--- src/rtl/membus_dbg_master.sv ---
// Debug-side Membus initiator: single/burst word commands become one
// request per beat with a watchdog guarding against silent slaves.
module membus_dbg_master #(
    parameter int ADDR_WIDTH     = 64,
    parameter int DATA_WIDTH     = 64,
    parameter int TIMEOUT_CYCLES = 1024
) (
    input  logic                    clk,
    input  logic                    rst,
    input  logic                    cmd_valid,
    output logic                    cmd_ready,
    input  logic [ADDR_WIDTH-1:0]   cmd_addr,
    input  logic                    cmd_wen,
    input  logic [DATA_WIDTH-1:0]   cmd_wdata,
    input  logic [DATA_WIDTH/8-1:0] cmd_wmask,
    input  logic [7:0]              cmd_len,
    output logic                    resp_valid,
    input  logic                    resp_ready,
    output logic [DATA_WIDTH-1:0]   resp_rdata,
    output logic                    resp_err,
    output logic                    resp_last,
    output logic                    m_valid,
    input  logic                    m_ready,
    output logic [ADDR_WIDTH-1:0]   m_addr,
    output logic                    m_wen,
    output logic [DATA_WIDTH-1:0]   m_wdata,
    output logic [DATA_WIDTH/8-1:0] m_wmask,
    input  logic                    m_rvalid,
    input  logic [DATA_WIDTH-1:0]   m_rdata,
    output logic                    busy,
    output logic [15:0]             timeout_cnt
);

    localparam int STRB = DATA_WIDTH / 8;
    localparam int TW   = $clog2(TIMEOUT_CYCLES);
    localparam logic [TW-1:0] TMAX = TW'(TIMEOUT_CYCLES - 1);

    localparam logic [1:0] IDLE = 2'd0;
    localparam logic [1:0] REQ  = 2'd1;
    localparam logic [1:0] WAIT = 2'd2;
    localparam logic [1:0] RESP = 2'd3;

    logic [1:0]            state;
    logic [ADDR_WIDTH-1:0] addr;
    logic                  wen;
    logic [DATA_WIDTH-1:0] wdata;
    logic [STRB-1:0]       wmask;
    logic [7:0]            beats_left;
    logic [TW-1:0]         timer;
    logic                  stale;
    logic [DATA_WIDTH-1:0] rdata_q;
    logic                  err_q;

    assign cmd_ready  = (state == IDLE);
    assign busy       = (state != IDLE);
    assign m_valid    = (state == REQ);
    assign m_addr     = addr;
    assign m_wen      = wen;
    assign m_wdata    = wdata;
    assign m_wmask    = wmask;
    assign resp_valid = (state == RESP);
    assign resp_rdata = rdata_q;
    assign resp_err   = err_q;
    assign resp_last  = resp_valid && ((beats_left == 8'd0) || err_q);

    always_ff @(posedge clk) begin
        if (!rst) begin
            state       <= IDLE;
            addr        <= '0;
            wen         <= 1'b0;
            wdata       <= '0;
            wmask       <= '0;
            beats_left  <= 8'd0;
            timer       <= '0;
            stale       <= 1'b0;
            rdata_q     <= '0;
            err_q       <= 1'b0;
            timeout_cnt <= 16'd0;
        end else begin
            case (state)
                IDLE: begin
                    if (cmd_valid) begin
                        addr       <= cmd_addr;
                        wen        <= cmd_wen;
                        wdata      <= cmd_wdata;
                        wmask      <= cmd_wmask;
                        beats_left <= cmd_len;
                        state      <= REQ;
                    end
                end
                REQ: begin
                    if (m_rvalid && stale)
                        stale <= 1'b0;
                    if (m_ready) begin
                        timer <= '0;
                        state <= WAIT;
                    end
                end
                WAIT: begin
                    // A stale rvalid answers an earlier timed-out beat
                    if (m_rvalid && stale) begin
                        stale <= 1'b0;
                        timer <= '0;
                    end else if (m_rvalid) begin
                        rdata_q <= wen ? '0 : m_rdata;
                        err_q   <= 1'b0;
                        state   <= RESP;
                    end else if (timer == TMAX) begin
                        rdata_q <= '0;
                        err_q   <= 1'b1;
                        stale   <= 1'b1;
                        if (timeout_cnt != 16'hFFFF)
                            timeout_cnt <= timeout_cnt + 16'd1;
                        state   <= RESP;
                    end else begin
                        timer <= timer + 1'b1;
                    end
                end
                default: begin
                    if (m_rvalid && stale)
                        stale <= 1'b0;
                    if (resp_ready) begin
                        if (resp_last) begin
                            state <= IDLE;
                        end else begin
                            addr       <= addr + ADDR_WIDTH'(STRB);
                            beats_left <= beats_left - 8'd1;
                            state      <= REQ;
                        end
                    end
                end
            endcase
        end
    end

endmodule

--- config.mk ---
export PLATFORM = sky130hd
export DESIGN_NAME = membus_dbg_master
export DESIGN_NICKNAME = d
export VERILOG_FILES = /design/src/rtl/membus_dbg_master.sv
export SDC_FILE = /design/constraint.sdc
export NUM_CORES = 1
export LEC_CHECK = 0
export ABC_AREA = 0
export BUFFER_PORTS_ARGS = -buffer_cell sky130_fd_sc_hd__buf_2
export CAP_MARGIN = 20
export CORE_AREA = 10 10 189 191
export CTS_CLUSTER_DIAMETER = 50
export CTS_CLUSTER_SIZE = 16
export DETAILED_ROUTE_END_ITERATION = 8
export DIE_AREA = 0 0 199 201
export REMOVE_ABC_BUFFERS = 1
export SYNTH_ARGS = -nofsm -noshare
export SYNTH_HDL_FRONTEND = slang
export SYNTH_SLANG_ARGS = --single-unit
export TNS_END_PERCENT = 20
--- constraint.sdc ---
create_clock -name clk -period 3.4 [get_ports clk]
set_input_delay 0.34 -clock clk [delete_from_list [all_inputs] [get_ports clk]]
set_output_delay 0.34 -clock clk [all_outputs]
set_load 0.02 [all_outputs]
==> results of run 1 <==
-- cell usage in the layout (no fill, tap or decap), drive strengths merged, types with 12 or more instances in the layout --
cell      n
dfxtp   239
nor2     96
or3      15
nor4     14
a21oi   202
clkbuf   43
a32o     12
o21ai    65
mux2i    13
nand4    32
nand2   298
a22oi    13
buf     458
inv      15
nor3     25
and3     22
nand3   114
or4      12
-- worst reg2reg max path, stage by stage (launching register included) --
cell,delay (ns)
dfxtp_1,0.36
inv_1,0.09
ha_1,0.19
nor4b_1,0.19
and3_1,0.23
a221oi_4,0.67
buf_12,0.26
nand2_1,0.13
o21ai_0,0.38
a311oi_1,0.07
-- layer usage --
metal / up-vias / global-route usage (%)
li1: 5918 / -
met1: 5664 / 24.5
met2: 502 / 34.3
met3: 66 / 6.99
met4: 0 / 6.35
met5: - / 0
-- kinds of logic (layout without fill, tap and decap cells) --
logic type      Yosys count  in the layout  synth area share, %
other cells               0              6                    0
mux                      13             13                 1.18
buf+inv                 117            530                 4.04
compound gates          377            377                 20.4
flops                   239            239                 43.5
xor+xnor                 12             12                0.957
fa+ha+maj                 9              9                 1.02
simple gates            670            670                 28.8
-- worst min path at each step --
stage	endpoint
after floorplan	beats_left[7]
after global placement	resp_rdata[30]
after detailed placement	resp_rdata[0]
after CTS	m_wdata[56]
after global routing	m_wdata[12]
final	m_wdata[15]
-- report_power, final --
group          internal (W)  total, W  switching (W)
Sequential          0.00334   0.00397       0.000622
Combinational       0.00181   0.00525        0.00345
Clock               0.00239   0.00379        0.00141
-- per-stage QoR --
| stage | power, W | std cells | hold slack (ns) |
|---|---|---|---|
| after floorplan | 0.00725 | 1330 | 0.444 |
| after global placement | 0.00918 | 2196 | 0.435 |
| after detailed placement | 0.00925 | 2196 | 0.440 |
| after CTS | 0.0131 | 2257 | 0.0410 |
| after global routing | 0.0139 | 2260 | 0.0499 |
| final | 0.0130 | 2264 | 0.0633 |
-- cell type report --
type	instances	area [um^2]	share of cell area, %
antenna	6	15.0	0.101
clock buffer	42	975	6.58
clock inverter	19	259	1.75
inverter	10	42.5	0.287
multi-input combinational	1081	5810	39.2
sequential	239	4780	32.3
tap	408	510	3.44
timing repair buffer	459	2420	16.4
-- state kept, by name (all words and copies together) (netlist names) --
signal,flops
timeout_cnt,16
resp_err,1
m_wdata,64
stale,1
m_addr,64
m_wmask,8
state,2
timer,10
resp_rdata,64
m_wen,1
beats_left,8
==> reports/results.tsv, run 1 <==
stage	metric	value	unit
die	IO Pins	438	
timing	Final WS setup	0.468	ns
worst_setup_path	slowest CP cell	buf_4	
route	antenna-violating nets left	0	
placed_design	worst slack, placed	0.725	ns
die	Row Count	66	
placed_design	RD Place Congestion	0.903	
hold_path	WHS Path Cells	3	
yosys	fraction of registers with async set/reset	0	%
timing	Max-slew headroom	27.5	%
timing	Final setup viols	0	
final_layout	FILL cells	3298	
global_routing	first-pass GRT wire length	66700	um
route	First DRT Iteration DRCs	844	
placed_design	placed cell area	0.0136	mm^2
yosys	leading area contributor after synthesis	dfxtp_1	
timing	Fin. Hold Viols	0	
clock_network	clk sinks	239	
final_layout	Final Cell Area	0.0148	mm^2
worst_setup_path	most used cell, CP	buf_4	
placed_design	count of input and output buffers	437	
worst_setup_path	Worst path max stage delay	0.65	ns
yosys	synthesized area per cell	7.65	um^2
worst_setup_path	Setup crit end	cmd_ready	
placed_design	DP Wirelength	32300	um
timing	fmax	341	MHz
clock_network	CTS Buffer Depth	3	
worst_setup_path	R2R Setup Slk	0.70	ns
yosys	Yosys top cell area share	43.5	%
global_routing	initial antenna violation count	3	
route	total wire length	44100	um
worst_setup_path	Critical Path Source	state[0]	
worst_setup_path	worst path arrival time	2.59	ns
die	Core Region	0.0320	mm^2
die	Die Footprint	0.0400	mm^2
hold_path	HP Start	cmd_wdata[15]	
timing	RSZ-0062 raised after global routing	no	
final_layout	final net count	2050	
yosys	Post-Syn Area	0.0110	mm^2
die	Die Y	201	um
clock_network	CTS buffer count	35	
run	MaxCap Viol Count	0	
yosys	top cells by count, synth	nand2_1, dfxtp_1, a21oi_1	
worst_setup_path	Reg2Reg Depth	9	
yosys	Post-Syn Instances	1437	
worst_setup_path	critical path startpoint category	flip-flop	
yosys	top post-synthesis cells by area	dfxtp_1, nand2_1, a21oi_1	
yosys	Synth cell types	62	
worst_setup_path	Critical path buffers and inverters	4	
yosys	Warnings, synthesis	0	
clock_network	CTS HTree Levels	2	
worst_setup_path	RR Startpoint	beats_left[0]	
pwr	PD cells	878	mW/mm^2
clock_network	Post-CTS Setup Repair Bufs	0	
clock_network	CTS Hold Bufs	0	
timing	count of final max-slew check failures	0	
yosys	Seq/Total Area, Yosys	43.5	%
global_routing	largest net degree at the start of global routing	136	
clock_network	Clk Latency, worst-skew pair	0.51	ns
clock_network	clk root buf	clkbuf_16	
pwr	leakage power	6.39	nW
route	detailed-route DRC error count	0	
clock_network	clock-pin slew on the worst setup and hold paths	0.07	ns
route	metal2 WL	20800	um
timing	worst slew pin tran	1.08	ns
die	Initial Util	34.3	%
route	wire length on met3	4510	um
timing	clock skew	0.0209	ns
route	drt pass-1 iters	5	
outcome	status	complete, no violations	
worst_setup_path	Setup CP Type	reg2out	
yosys	most frequent cell after synthesis	nand2_1	
global_routing	GRT overflow	0	
pwr	worst vdd ir	0.548	mV
final_layout	layout cells sized above 1	29.5	%
yosys	number of synthesized register bits	239	
worst_setup_path	CP Cell Sequence	inv_1 > ha_4 > buf_4 > buf_4 > buf_2	
clock_network	Post-CTS Resized	0	
worst_setup_path	Crit Path Max Fanout	85	
global_routing	GRT Util Overall	20.7	%
route	M1 WL	17700	um
worst_setup_path	top cell family by delay on the critical path	buffers and inverters	
worst_setup_path	Worst EP required	3.06	ns
route	Via-to-Cell Ratio	5.37	
route	via count	12200	
die	die width	199	um
timing	post-route clock period utilization	86.2	%
route	Avg WL per Cell	19.5	um
timing	post-layout minimum cycle time	2.93	ns
yosys	top_reg_cell synth	dfxtp_1	
hold_path	min-delay worst type	in2reg	
yosys	Post-synth EDFFs	0	
worst_setup_path	reg2reg end	m_addr[20]	
worst_setup_path	CP Depth	5	
timing	setup_tns	0	ns
global_routing	number of global-route vias before repair	11500	
route	top layer in use	met4	
worst_setup_path	endpoint type of the worst setup path	output port	
final_layout	Layout area overhead	34.9	%
clock_network	CTS tree	yes	
final_layout	Core Util, Final	46.3	%
Note: power is estimated with default switching activity, not from simulation.
==> inputs of run 2 (changes only) <==
BUFFER_PORTS_ARGS = unset   (was -buffer_cell sky130_fd_sc_hd__buf_2)
DONT_BUFFER_PORTS = 1   (was unset)
==> reports/results.tsv, run 2 (synthesis results as in run 1) <==
stage	metric	value	unit	change
outcome	status	complete, no violations		unchanged
worst_setup_path	RR Startpoint	m_addr[3]		was beats_left[0]
worst_setup_path	slowest CP cell	dfxtp_1		was buf_4
placed_design	DP Wirelength	30400	um	was 32300 um
final_layout	commonest non-fill, non-tap cells in the layout	nand2_1, dfxtp_1, a21oi_1, dlygate4sd3_1, nand3_1		was buf_2, nand2_1, dfxtp_1, a21oi_1, nand3_1
global_routing	GRT met2 Usage	34.9	%	was 34.3%
clock_network	CTS Hold Bufs	152		was 0
worst_setup_path	Critical Path Source	m_addr[3]		was state[0]
route	drt pass-1 iters	5		unchanged
clock_network	clk sinks	239		unchanged
run	MaxCap Viol Count	0		unchanged
placed_design	RD Place Congestion	0.867		was 0.903
worst_setup_path	endpoint type of the worst setup path	flip-flop		was output port
worst_setup_path	Worst path max stage delay	0.54	ns	was 0.65 ns
global_routing	GRT Util Overall	20.6	%	was 20.7%
route	Avg WL per Cell	22.1	um	was 19.5 um
timing	RSZ-0062 raised after global routing	no		unchanged
worst_setup_path	Worst EP required	3.89	ns	was 3.06 ns
worst_setup_path	reg2reg end	m_addr[41]		was m_addr[20]
pwr	worst vdd ir	0.605	mV	was 0.548 mV
route	antenna-violating nets left	0		unchanged
die	IO Pins	438		unchanged
clock_network	clk root buf	clkbuf_16		unchanged
timing	fmax	356	MHz	was 341 MHz
final_layout	Post-Layout Cell Count	1993		was 2264
die	Initial Util	34.3	%	unchanged
global_routing	initial antenna violation count	10		was 3
global_routing	Most Crowded Layer GR	met2		unchanged
final_layout	Multi-input gate area	0.00581	mm^2	unchanged
route	detailed-route DRC error count	0		unchanged
worst_setup_path	R2R Setup Slk	0.59	ns	was 0.70 ns
worst_setup_path	Setup crit end	m_addr[41]		was cmd_ready
route	Via-to-Cell Ratio	5.74		was 5.37
global_routing	largest net degree at the start of global routing	149		was 136
die	Die Footprint	0.0400	mm^2	unchanged
timing	Worst Hold Slack	0.0237	ns	was 0.0633 ns
clock_network	clock-pin slew on the worst setup and hold paths	0.07	ns	about the same
route	First DRT Iteration DRCs	753		was 844
timing	Final setup viols	0		unchanged
timing	worst slew pin tran	1.05	ns	was 1.08 ns
clock_network	CTS buffer count	31		was 35
worst_setup_path	Setup CP Type	reg2reg		was reg2out
final_layout	Reg area	0.00478	mm^2	unchanged
final_layout	layout cells sized above 1	7.68	%	was 29.5%
global_routing	grt met1 use	22.3	%	was 24.5%
global_routing	GRT met3 Usage	9.10	%	was 6.99%
clock_network	CTS Buffer Depth	3		unchanged
hold_path	WHS Path Cells	2		was 3
final_layout	final net count	1776		was 2050
worst_setup_path	Crit Path Max Fanout	6		was 85
die	Core Region	0.0320	mm^2	unchanged
timing	Fin. Hold Viols	0		unchanged
hold_path	HP Start	cmd_addr[63]		was cmd_wdata[15]
hold_path	min-delay worst type	in2reg		unchanged
global_routing	first-pass GRT wire length	66400	um	was 66700 um
clock_network	CTS tree	yes		unchanged
clock_network	Post-CTS Resized	0		unchanged
clock_network	CTS HTree Levels	1		was 2
global_routing	number of global-route vias before repair	11000		was 11500
clock_network	Clk Latency, worst-skew pair	0.56	ns	was 0.51 ns
route	via count	11400		was 12200
die	Die Y	201	um	unchanged
die	die width	199	um	unchanged
placed_design	count of input and output buffers	0		was 437
final_layout	FILL cells	3040		was 3298
pwr	PD cells	868	mW/mm^2	was 878 mW/mm^2
final_layout	Core Util, Final	44.0	%	was 46.3%
route	total wire length	44100	um	about the same
timing	post-layout minimum cycle time	2.81	ns	was 2.93 ns
timing	Max-slew headroom	29.5	%	was 27.5%
clock_network	Post-CTS Setup Repair Bufs	0		unchanged
timing	clock skew	0.0124	ns	was 0.0209 ns
worst_setup_path	CP Cell Sequence	ha_1 > and4_1 > nand4_1 > or3_1 > nor4_1 > a221oi_1 > a21oi_1		was inv_1 > ha_4 > buf_4 > buf_4 > buf_2
final_layout	Layout area overhead	28.4	%	was 34.9%
worst_setup_path	critical path startpoint category	flip-flop		unchanged
placed_design	placed insts	1774		was 2196
worst_setup_path	Reg2Reg Depth	7		was 9
worst_setup_path	worst path arrival time	3.29	ns	was 2.59 ns
pwr	leakage power	4.99	nW	was 6.39 nW
die	Row Count	66		unchanged
timing	post-route clock period utilization	82.5	%	was 86.2%
timing	count of final max-slew check failures	0		unchanged
global_routing	GRT overflow	0		unchanged
final_layout	leading cell type in the layout, fill and taps excluded	nand2_1		was buf_2
run 2: cell types whose count changed in the layout (fill, tap and decap cells not counted), moves of 3 or more:
cell / before / now
bufinv_16: 4 / 1
clkinv_2: 4 / 1
clkbuf_16: 37 / 31
inv_8: 1 / 8
buf_4: 15 / 32
buf_2: 437 / 0
clkinv_8: 2 / 6
clkbuf_8: 3 / 0
diode_2: 6 / 9
dlygate4sd3_1: 0 / 151
run 2: how the worst min path moves through the flow:
| stage | to | slack [ns] |
|---|---|---|
| floorplan | beats_left[7] | 0.44 |
| global placement | beats_left[7] | 0.46 |
| detailed placement | stale | 0.47 |
| CTS | m_addr[11] | 0.0007 |
| global route | m_addr[36] | 0.02 |
| finish | m_addr[63] | 0.02 |
run 2: metrics by stage:
step                TNS (ns)  area [um^2]  worst slack, ns  power [W]
floorplan            -485.12        10600            -5.72    0.00725
global placement           0        11500            0.631    0.00866
detailed placement         0        11500            0.589    0.00874
CTS                        0        14100            0.563     0.0123
global route               0        14100            0.369     0.0130
finish                     0        14100            0.595     0.0122
run 2: power breakdown:
part           switching [W]  internal (W)  total [W]
clock network        0.00149       0.00186    0.00335
logic                0.00278       0.00156    0.00433
registers            0.00122       0.00334    0.00456
run 2: cell type report:
cell class | count | area share [%]
Timing Repair Buffer | 189 | 13.2
Sequential cell | 239 | 33.9
Inverter | 10 | 0.302
Clock buffer | 34 | 5.58
Multi-Input combinational cell | 1081 | 41.2
Tap cell | 408 | 3.62
Antenna cell | 9 | 0.160
Clock inverter | 23 | 2.06
run 2: critical path, delay by kind of cell, from the launching register on:
kind	cells	cell delay, ns
AND/OR/NAND/NOR	4	1.57
flip-flops	1	0.54
AO/OA/AOI/OAI	2	0.33
adder cells (fa/ha/maj)	1	0.29
run 2: layer usage:
metal | up-vias | share of wire, %
met4 | 2 | 3.4
met2 | 599 | 48
met3 | 98 | 13
met1 | 5378 | 35
li1 | 5371 | -
met5 | - | 0.043
